`src/rtl/systolic_feeder_pkg.sv`:
```
// Shared definitions for the systolic operand path: element format, feeder
// states and the lane/skew index helpers used by feeder, PE grid and collector.
package systolic_pkg;

  localparam int W = 8;
  localparam logic [W-1:0] FP_ZERO = 8'h00;

  typedef enum logic [1:0] {
    IDLE   = 2'd0,
    STREAM = 2'd1,
    FLUSH  = 2'd2
  } feeder_state_t;

  // Bit offset of lane k inside a packed N*W bus.
  function automatic int lane_lsb(input int k);
    return k * W;
  endfunction

  // Position along the skewed wavefront: lane `lane` at step `s` carries element s-lane.
  function automatic int skew_idx(input int s, input int lane);
    return s - lane;
  endfunction

  function automatic logic in_wave(input int s, input int lane, input int n);
    return (skew_idx(s, lane) >= 0) && (skew_idx(s, lane) < n);
  endfunction

endpackage

```
`src/rtl/systolic_feeder_if.sv`:
```
// Host-load / control / array-edge bundle of the systolic feeder.
interface systolic_feeder_if
  import systolic_pkg::*;
#(
  parameter int N = 4
);
  localparam int RW = (N > 1) ? $clog2(N) : 1;

  logic            load_valid;
  logic            load_ready;
  logic            load_sel;
  logic [RW-1:0]   load_row;
  logic [N*W-1:0]  load_data;
  logic            start;
  logic            start_err;
  logic            busy;
  logic            done;
  logic [N*W-1:0]  a_out;
  logic [N*W-1:0]  b_out;
  logic            out_valid;

  modport master (
    output load_valid, load_sel, load_row, load_data, start,
    input  load_ready, start_err, busy, done, a_out, b_out, out_valid
  );

  modport slave (
    input  load_valid, load_sel, load_row, load_data, start,
    output load_ready, start_err, busy, done, a_out, b_out, out_valid
  );

endinterface

```
`src/rtl/systolic_feeder_row_buf.sv`:
```
// N x N element store: one full-row write port, one combinational element read per lane.
module sys_row_buf
  import systolic_pkg::*;
#(
  parameter int N = 4,
  localparam int RW = (N > 1) ? $clog2(N) : 1
)(
  input  logic                  clk,
  input  logic                  wr_en,
  input  logic [RW-1:0]         wr_row,
  input  logic [N*W-1:0]        wr_data,
  input  logic [N-1:0][RW-1:0]  rd_row,
  input  logic [N-1:0][RW-1:0]  rd_col,
  output logic [N*W-1:0]        rd_data
);

  logic [N*W-1:0] mem [N];

  // Contents are don't-care after reset, so the array carries no reset.
  always_ff @(posedge clk) begin
    if (wr_en) begin
      mem[wr_row] <= wr_data;
    end
  end

  always_comb begin
    rd_data = '0;
    for (int k = 0; k < N; k++) begin
      rd_data[lane_lsb(k) +: W] = mem[rd_row[k]][lane_lsb(int'(rd_col[k])) +: W];
    end
  end

endmodule

```
`src/rtl/systolic_feeder.sv`:
```
// Systolic-array operand feeder: buffers A and B, streams the skewed wavefront,
// then waits out the PE drain before pulsing done.
module systolic_feeder
  import systolic_pkg::*;
#(
  parameter int N     = 4,
  parameter int DRAIN = 2*N + 4
)(
  input  logic               clk,
  input  logic               rst,
  systolic_feeder_if.slave   bus
);

  localparam int RW = (N > 1) ? $clog2(N) : 1;
  localparam int SW = $clog2(2*N);
  localparam int DW = $clog2(DRAIN + 1);
  localparam logic [SW-1:0] LAST_STEP  = SW'(2*N - 2);
  localparam logic [DW-1:0] LAST_DRAIN = DW'(DRAIN - 1);

  feeder_state_t state, state_nxt;
  logic [SW-1:0] step, step_nxt;
  logic [DW-1:0] drain, drain_nxt;
  logic          drain_end, drain_end_nxt;
  logic [N-1:0]  loaded_a, loaded_b;
  logic          load_fire, masks_full, start_ok;

  logic [N-1:0]           live;
  logic [N-1:0][RW-1:0]   a_row, a_col, b_row, b_col;
  logic [N*W-1:0]         a_rd, b_rd;

  logic [N*W-1:0] a_q, b_q, a_d, b_d;
  logic out_valid_q, busy_q, done_q, start_err_q, load_ready_q;
  logic out_valid_d, busy_d, done_d, start_err_d, load_ready_d;

  assign load_fire  = bus.load_valid && (state == IDLE);
  assign masks_full = (&loaded_a) && (&loaded_b);
  assign start_ok   = bus.start && (state == IDLE) && masks_full;

  sys_row_buf #(.N(N)) u_buf_a (
    .clk     (clk),
    .wr_en   (load_fire && !bus.load_sel),
    .wr_row  (bus.load_row),
    .wr_data (bus.load_data),
    .rd_row  (a_row),
    .rd_col  (a_col),
    .rd_data (a_rd)
  );

  sys_row_buf #(.N(N)) u_buf_b (
    .clk     (clk),
    .wr_en   (load_fire && bus.load_sel),
    .wr_row  (bus.load_row),
    .wr_data (bus.load_data),
    .rd_row  (b_row),
    .rd_col  (b_col),
    .rd_data (b_rd)
  );

  always_ff @(posedge clk) begin
    if (rst) begin
      state     <= IDLE;
      step      <= '0;
      drain     <= '0;
      drain_end <= 1'b0;
    end else begin
      state     <= state_nxt;
      step      <= step_nxt;
      drain     <= drain_nxt;
      drain_end <= drain_end_nxt;
    end
  end

  // Masks are cleared on entering FLUSH so each run needs a full reload.
  always_ff @(posedge clk) begin
    if (rst) begin
      loaded_a <= '0;
      loaded_b <= '0;
    end else if (state == STREAM && state_nxt == FLUSH) begin
      loaded_a <= '0;
      loaded_b <= '0;
    end else if (load_fire) begin
      if (bus.load_sel) loaded_b[bus.load_row] <= 1'b1;
      else              loaded_a[bus.load_row] <= 1'b1;
    end
  end

  always_comb begin
    state_nxt     = state;
    step_nxt      = step;
    drain_nxt     = drain;
    drain_end_nxt = 1'b0;
    case (state)
      IDLE: begin
        if (start_ok) begin
          state_nxt = STREAM;
          step_nxt  = '0;
        end
      end
      STREAM: begin
        if (step == LAST_STEP) begin
          state_nxt = FLUSH;
          step_nxt  = '0;
          drain_nxt = '0;
        end else begin
          step_nxt = step + 1'b1;
        end
      end
      FLUSH: begin
        if (drain == LAST_DRAIN) begin
          state_nxt     = IDLE;
          drain_nxt     = '0;
          drain_end_nxt = 1'b1;
        end else begin
          drain_nxt = drain + 1'b1;
        end
      end
      default: state_nxt = IDLE;
    endcase
  end

  // A lane i reads A[i][s-i]; B lane j reads B[s-j][j].
  always_comb begin
    for (int k = 0; k < N; k++) begin
      live[k]  = in_wave(int'(step), k, N);
      a_row[k] = RW'(k);
      a_col[k] = RW'(skew_idx(int'(step), k));
      b_row[k] = RW'(skew_idx(int'(step), k));
      b_col[k] = RW'(k);
    end
  end

  always_comb begin
    a_d = '0;
    b_d = '0;
    for (int k = 0; k < N; k++) begin
      a_d[lane_lsb(k) +: W] = (state == STREAM && live[k]) ? a_rd[lane_lsb(k) +: W] : FP_ZERO;
      b_d[lane_lsb(k) +: W] = (state == STREAM && live[k]) ? b_rd[lane_lsb(k) +: W] : FP_ZERO;
    end
    out_valid_d  = (state == STREAM);
    busy_d       = (state != IDLE);
    done_d       = drain_end;
    start_err_d  = bus.start && !start_ok;
    load_ready_d = (state_nxt == IDLE);
  end

  always_ff @(posedge clk) begin
    if (rst) begin
      a_q          <= '0;
      b_q          <= '0;
      out_valid_q  <= 1'b0;
      busy_q       <= 1'b0;
      done_q       <= 1'b0;
      start_err_q  <= 1'b0;
      load_ready_q <= 1'b1;
    end else begin
      a_q          <= a_d;
      b_q          <= b_d;
      out_valid_q  <= out_valid_d;
      busy_q       <= busy_d;
      done_q       <= done_d;
      start_err_q  <= start_err_d;
      load_ready_q <= load_ready_d;
    end
  end

  assign bus.a_out      = a_q;
  assign bus.b_out      = b_q;
  assign bus.out_valid  = out_valid_q;
  assign bus.busy       = busy_q;
  assign bus.done       = done_q;
  assign bus.start_err  = start_err_q;
  assign bus.load_ready = load_ready_q;

endmodule

```
`src/flat_wrapper.sv`:
```
// flat-port wrapper written by rule: the top's interface ports become plain ports
module systolic_feeder_flat import systolic_pkg::*;
#(
  parameter int N     = 4,
  parameter int DRAIN = 2*N + 4
)
  (clk, rst, bus_load_valid, bus_load_sel, bus_load_row, bus_load_data, bus_start, bus_load_ready, bus_start_err, bus_busy, bus_done, bus_a_out, bus_b_out, bus_out_valid);
  systolic_feeder_if #(.N(N)) bus_i ();
  input  logic clk;
  input  logic rst;
  input wire logic [$bits(bus_i.load_valid)-1:0] bus_load_valid;
  input wire logic [$bits(bus_i.load_sel)-1:0] bus_load_sel;
  input wire logic [$bits(bus_i.load_row)-1:0] bus_load_row;
  input wire logic [$bits(bus_i.load_data)-1:0] bus_load_data;
  input wire logic [$bits(bus_i.start)-1:0] bus_start;
  output wire logic [$bits(bus_i.load_ready)-1:0] bus_load_ready;
  output wire logic [$bits(bus_i.start_err)-1:0] bus_start_err;
  output wire logic [$bits(bus_i.busy)-1:0] bus_busy;
  output wire logic [$bits(bus_i.done)-1:0] bus_done;
  output wire logic [$bits(bus_i.a_out)-1:0] bus_a_out;
  output wire logic [$bits(bus_i.b_out)-1:0] bus_b_out;
  output wire logic [$bits(bus_i.out_valid)-1:0] bus_out_valid;
  assign bus_i.load_valid = bus_load_valid;
  assign bus_i.load_sel = bus_load_sel;
  assign bus_i.load_row = bus_load_row;
  assign bus_i.load_data = bus_load_data;
  assign bus_i.start = bus_start;
  assign bus_load_ready = bus_i.load_ready;
  assign bus_start_err = bus_i.start_err;
  assign bus_busy = bus_i.busy;
  assign bus_done = bus_i.done;
  assign bus_a_out = bus_i.a_out;
  assign bus_b_out = bus_i.b_out;
  assign bus_out_valid = bus_i.out_valid;
  systolic_feeder #(.N(N), .DRAIN(DRAIN)) u_core (.clk(clk), .rst(rst), .bus(bus_i));
endmodule
```
`config.mk`:
```
export PLATFORM = sky130hd
export DESIGN_NAME = systolic_feeder_flat
export DESIGN_NICKNAME = d
export VERILOG_FILES = /design/src/rtl/systolic_feeder_pkg.sv /design/src/rtl/systolic_feeder_if.sv /design/src/rtl/systolic_feeder_row_buf.sv /design/src/rtl/systolic_feeder.sv /design/src/flat_wrapper.sv
export SDC_FILE = /design/constraint.sdc
export NUM_CORES = 1
export LEC_CHECK = 0
export ABC_AREA = 1
export ABC_CLOCK_PERIOD_IN_PS = 2400
export BUFFER_PORTS_ARGS = -buffer_cell sky130_fd_sc_hd__buf_4
export CAP_MARGIN = 20
export CORE_ASPECT_RATIO = 0.6
export CORE_UTILIZATION = 44
export CTS_CLUSTER_SIZE = 30
export DETAILED_ROUTE_END_ITERATION = 16
export PLACE_DENSITY_LB_ADDON = 0.05
export SYNTH_ARGS = -nofsm -noshare
export SYNTH_HDL_FRONTEND = slang
export SYNTH_SLANG_ARGS = --single-unit
```
`constraint.sdc`:
```
create_clock -name clk -period 2.4 [get_ports clk]
set_input_delay 0.12 -clock clk [delete_from_list [all_inputs] [get_ports clk]]
set_output_delay 0.12 -clock clk [all_outputs]
set_load 0.01 [all_outputs]
```
## Word level (Yosys, flattened, before mapping)

Memory sizes are Yosys's and may differ from the RTL's. A register that Yosys moved wholly into a read port is not among the register bits.
Index checks and enable logic that the tools add are counted.

| operators by class | value |
|---|---|
| shifts and indexed selects | 4 |
| $lt $le $gt $ge | 10 |
| equal/unequal tests | 7 |
| $add $sub $neg | 5 |
| bitwise operators | 8 |
| reduce and logical (&&, ||, !) cells | 36 |
| mux-type cells | 17 |

Operators by type and width:

| cell | number |
|---|---|
| $shiftx 32x6->8 | 4 |
| $ge 32x1->1 const B | 3 |
| $lt 32x4->1 const B | 3 |
| $logic_and 1x1->1 | 17 |
| $reduce_or 2->1 | 6 |
| $mux 4 | 2 |
| $or 4x4->4 | 2 |
| $pmux 4 s2 | 1 |
| $reduce_and 2->1 | 4 |
| $reduce_and 4->1 | 2 |
| $sub 3x2->4 const B | 2 |
| $mux 1 | 6 |
| $mux 2 | 3 |
| $mux 3 | 2 |
| $not 1->1 | 6 |
| $pmux 2 s3 | 1 |
| $pmux 3 s2 | 1 |
| $reduce_bool 2->1 | 3 |
| $add 4x1->4 const B | 1 |
| $eq 2x2->1 const B | 2 |
| $eq 4x4->1 const B | 1 |
| $logic_not 2->1 | 2 |
| $sub 3x1->4 const B | 1 |
| $add 3x1->3 const B | 1 |
| 10 further kinds | 11 |

| word-level totals | value |
|---|---|
| bits in writable memories | 256 |
| word-level logic and storage cells | 104 |
| output and inout port bits | 69 |
| memories | 2 |
| register bits after elaboration | 55 |
| input port bits | 39 |

Memories:

| name | words | bits a word | read ports | clocked after memory_dff | wr ports | line | text |
|---|---|---|---|---|---|---|---|
| u_core.u_buf_a.mem | 4 | 32 | 4 | 0 | 1 | systolic_feeder_row_buf.sv:17 | `logic [N*W-1:0] mem [N];` |
| u_core.u_buf_b.mem | 4 | 32 | 4 | 4 | 1 | systolic_feeder_row_buf.sv:17 |  |

## Longest topological paths before layout

| logic depth | value |
|---|---|
| depth in word-level cells | 8 |
| depth in mapped cells | 12 |
| depth with buffers taken out | 7 |

## Hierarchy

Synthesis repeated with hierarchy kept, for this count alone.

| unflattened totals | value |
|---|---|
| cells, all modules | 3067 |
| area, all modules | 21690.8 sq um |

Modules (own cells, without submodules):

| module | cells an instance | times used | area an instance (sq um) | seq. area each (sq um) |
|---|---|---|---|---|
| sys_row_buf | 1367 | 2 | 9375.2 | 3843.7 |
| systolic_feeder | 333 | 1 | 2940.3 | 1741.7 |

## Worst setup path before layout

Ideal clock, no wire load.

| path | value |
|---|---|
| kind | reg-to-reg |
| from | register u_core.step[0] |
| to | register u_core.a_q[27], in the netlist u_core.bus.a_out[27] |
| cell stages (with the launch flop) | 13 |
| library setup time | 0.122 ns |
| period minus slack after synthesis | 2.081 ns |
| setup slack | 0.319 ns |
| arrival time | 1.959 ns |
| required time | 2.278 ns |
| path buffers | 6 |
| cell sequence | dfxtp_1 buf_6 inv_2 buf_4 buf_4 buf_2 ha_1 buf_2 inv_1 clkbuf_1 nor2_1 o21ai_0 a21oi_2 |

| between the ends | value |
|---|---|
| longest elaborated chain between the ends | 6 |
| elaborated cells on any way between the ends | 8 |
| those cells by class | add/sub (1); order compare (2); shift (1); bitwise (1); reduce/logical (3) |

Ends and longest elaborated chain:

| element | line | text |
|---|---|---|
| from (decl) | systolic_feeder.sv:21 | `logic [SW-1:0] step, step_nxt;` |
| from (signal assigned) | systolic_feeder.sv:67 | `step <= step_nxt;` |
| $sub 3x2->4 * | systolic_feeder_pkg.sv:21 | `return s - lane;` |
| $ge 32x1->1 / $lt 32x4->1 (equally long branches) | systolic_feeder_pkg.sv:25 | `return (skew_idx(s, lane) >= 0) && (skew_idx(s, lane) < n);` |
| $logic_and 1x1->1 | systolic_feeder_pkg.sv:25 |  |
| $logic_and 1x1->1 | systolic_feeder.sv:136 | `a_d[lane_lsb(k) +: W] = (state == STREAM && live[k]) ? a_rd[lane_lsb(k) +: W] : FP_ZERO;` |
| $not 1->1 (no line) | - |  |
| $reduce_or 2->1 (no line) | - |  |
| to (signal assigned) | systolic_feeder.sv:148 | `a_q <= '0;` |
| to (signal assigned) | systolic_feeder.sv:156 | `a_q <= a_d;` |
| to (decl) | systolic_feeder.sv:31 | `logic [N*W-1:0] a_q, b_q, a_d, b_d;` |

Every way passes the cells marked *; elsewhere a longest branch is shown, timed or not.
A chain may end at the register's enable or synchronous reset.

## Final worst setup path

| path | value |
|---|---|
| from | register u_core.step[0] |
| to | register u_core.drain[3] |

| between the ends | value |
|---|---|
| longest elaborated chain between the ends | 3 |

Ends and longest elaborated chain:

| element | line | text |
|---|---|---|
| $eq 3x3->1 | systolic_feeder.sv:100 | `if (step == LAST_STEP) begin` |
| $ne 2x2->1 (no line) | - |  |
| $reduce_and 2->1 (no line) | - |  |
| to (signal assigned) | systolic_feeder.sv:68 | `drain <= drain_nxt;` |
| to (decl) | systolic_feeder.sv:22 | `logic [DW-1:0] drain, drain_nxt;` |

No other way between the ends.

==> metrics.csv <==
metric,value,unit
minimum clock period,1.85,ns
hold path cells,5,
setup bufs post-CTS,0,
mean area per synthesized cell,12.8,µm²
Clock transition at path regs,0.06,ns
most common cell in the netlist,nor2_1,
final hold vios,0,
critical-path cell list,"clkinv_2, buf_12, ha_1, nand2_1, inv_1, a21oi_1, nand2_1, a21oi_1",
CP Max Fanout,129,
Syn Inst Count,965,
Resized Gates After CTS,0,
Initial DRC Count,660,
first-pass GRT wire length,45500,µm
Clock Skews,0.0186,ns
Psw,0.00238,W
Port Buffers,107,
hold path startpoint,bus_load_row[1],
die span in y,132,µm
CTS Root Cell,clkbuf_16,
met1 Usage GRT,35.4,%
fin crit share,77.2,%
Worst-Margin Slew,0.624,ns
power density cells,794,nW/µm²
data required time of the worst path,2.84,ns
number of global-route vias before repair,7193,
worst vdd ir,418,µV
vias,7569,
met2 GRT Util,29.8,%
design area,15000,µm²
drt first pass iters,5,
Syn-to-layout area delta,21.8,%
GRT Util Overall,21.6,%
Detail Route Antenna Nets,0,
FP Rows,47,
WL per Instance,20.4,µm
"Net Count, Synth",1011,
Ports,108,
total power,0.0119,W
status,"complete, no violations",
DIE WIDTH,218,µm
Fmax,540,MHz
clk buf depth,3,
setup TNS,0,ns
Clk network pwr share,43.2,%
Critical Path End Type,flop,
Setup-failing EPs final,0,
DR vias/cell,5.02,
nets,1160,
Synth top area share,62.3,%
Reg-to-Reg Start,u_core.step[0],
worst skew pair latency,0.52,ns
crit path kind,reg2reg,
CTS tree,done,
layout cell share with drive strength beyond 1,18.2,%
GRT met3 Usage,3.60,%
initial antenna violation count,0,
Initial Utilization,44.7,%
Die ar.,28700,µm²
switching share of total power,20.0,%
Int Pwr,0.00955,W
sequential element share of the synthesized area,76.4,%
HP Class,in2reg,
critical path buffer and inverter count,3,
top cell type by total area after synthesis,edfxtp_1,
hold slack,0.0298,ns
"delay-heaviest family, CP",compound AO/OA/AOI/OAI gates,
maxcap violations,0,
H-tree levels,2,
Seq cells post-synth,343,
fin. max-slew vios,0,
# DRC,0,
Slowest cell on crit path,dfxtp_4,
Slew HR,58.4,%
clock sink total,343,
top_reg_cell synth,edfxtp_1,
Reg-to-Reg End,u_core.drain[3],
Sequential Power Share,54.3,%
DP Wirelength,16800,µm
synth warn,0,
startpoint types,flop,
ys async rst share,0,%
Lkg Pwr,5.55,nW
flop-to-flop setup slack,0.55,ns
dpl ws,0.583,ns
FF-to-FF path depth,8,
"Arr. time, crit path",2.29,ns
TritonCTS Buffers,34,
RSZ-0062 raised after global routing,no,
Core ar.,27600,µm²
combinational fraction of design power,2.6,%
Placed Area,13600,µm²
post-synth cell types,29,
worst-case hold path end point,u_core.loaded_b[3],
top area cells in the synthesized netlist,"edfxtp_1, dfxtp_1, nor2_1",
most common library cells after synthesis,"nor2_1, edfxtp_1, o21ai_0",
total gr overflow,0,
Mapped Area,12300,µm²
critical path's largest stage delay,0.37,ns
final worst slack,0.547,ns
number of flops mapped to enable cells by yosys,256,
Top Usage Layer GRT,met1,
GPL Wtd Cong,0.740,
largest net degree at the start of global routing,130,
fill count,2325,
drt total wl,30800,µm
cells by family (layout without fill, tap and decap cells):
group | Yosys count | in the layout | share of synthesized area (%)
DFF | 343 | 343 | 76.4
and+or+nand+nor | 329 | 329 | 10.8
AOI/OAI and AO/OA | 205 | 205 | 8.92
buffers and inverters | 77 | 251 | 2.93
adders and majority gates | 7 | 7 | 0.710
xor gates and xnor gates | 4 | 4 | 0.284
other | 0 | 1 | 0
layout make-up:
cell class	instances	area, µm²	area share [%]
Antenna cell	1	2.50	0.0167
Clock buffer	50	952	6.34
Clock inverter	11	111	0.741
Inverter	29	113	0.749
Multi-Input combinational cell	545	2550	17.0
Sequential cell	343	9430	62.8
Tap cell	367	459	3.06
Timing Repair Buffer	161	1410	9.36
sequential cells by signal, indices dropped and copies added, names as in the netlist:
register / count
u_core.u_buf_a.mem: 128
u_core.u_buf_b.mem: 128
u_core.bus.a_out: 32
u_core.bus.b_out: 32
u_core.drain: 4
u_core.loaded_a: 4
u_core.loaded_b: 4
u_core.step: 3
u_core.state: 2
u_core.bus.busy: 1
u_core.bus.done: 1
u_core.bus.load_ready: 1
u_core.bus.out_valid: 1
u_core.bus.start_err: 1
u_core.done_d: 1
worst min-delay path: cells and delay by family:
kind	cells	cell delay (ns)
buffers and inverters	2	0.16
AND/OR/NAND/NOR	2	0.14
AO/OA/AOI/OAI	1	0.06
per-layer routing:
layer  part of all wire [%]  vias up
met3                    4.7       33
met4                    1.3        0
li1                       -     3639
met1                     53     3716
met5                      0        -
met2                     41      181
power groups by stage:
stage / sequential, W / combinational [W] / clock, W
floorplan: 0.00661 / 0.0000754 / 0
global placement: 0.00661 / 0.000259 / 0
detailed placement: 0.00661 / 0.000262 / 0
CTS: 0.00648 / 0.000306 / 0.00526
global route: 0.00648 / 0.000332 / 0.00551
finish: 0.00648 / 0.000305 / 0.00515
how the worst max path moves through the flow:
stage | startpoint | to | depth (start not counted)
after floorplan | u_core.step[0] | u_core.bus.a_out[27] | 12
after global placement | u_core.step[0] | u_core.drain[3] | 8
after detailed placement | u_core.step[0] | u_core.loaded_a[0] | 8
after CTS | u_core.step[0] | u_core.loaded_a[0] | 8
after global routing | u_core.step[0] | u_core.drain[3] | 8
final | u_core.step[0] | u_core.drain[3] | 8
cell usage in the layout (no fill, tap or decap), drive strengths merged:
| cell | synthesis | routed |
|---|---|---|
| dfxtp | 87 | 87 |
| a21oi | 75 | 75 |
| diode | 0 | 1 |
| nor2 | 283 | 283 |
| clkinv | 0 | 9 |
| dlygate4sd3 | 0 | 34 |
| nand3 | 6 | 6 |
| nor4 | 1 | 1 |
| xor2 | 2 | 2 |
| buf | 28 | 127 |
| clkbuf | 20 | 50 |
| nand3b | 1 | 1 |
| nand2 | 35 | 35 |
| nor3 | 2 | 2 |
| ha | 7 | 7 |
| inv | 29 | 29 |
| bufinv | 0 | 2 |
| xnor2 | 2 | 2 |
| or2 | 1 | 1 |
| o21ai | 130 | 130 |
| edfxtp | 256 | 256 |
metrics by stage:
stage	util, %	std cells
2_1_floorplan	-	965
3_3_place_gp	49.4	1411
3_5_place_dp	49.4	1411
4_1_cts	54.5	1506
5_1_grt	54.5	1506
6_report	54.5	1507
what timing repair did:
action	in CTS	in global routing
setup endpoints to repair	0	0
hold buffers	34	0
hold endpoints to repair	268	0
(Power assumes the default switching activity.)
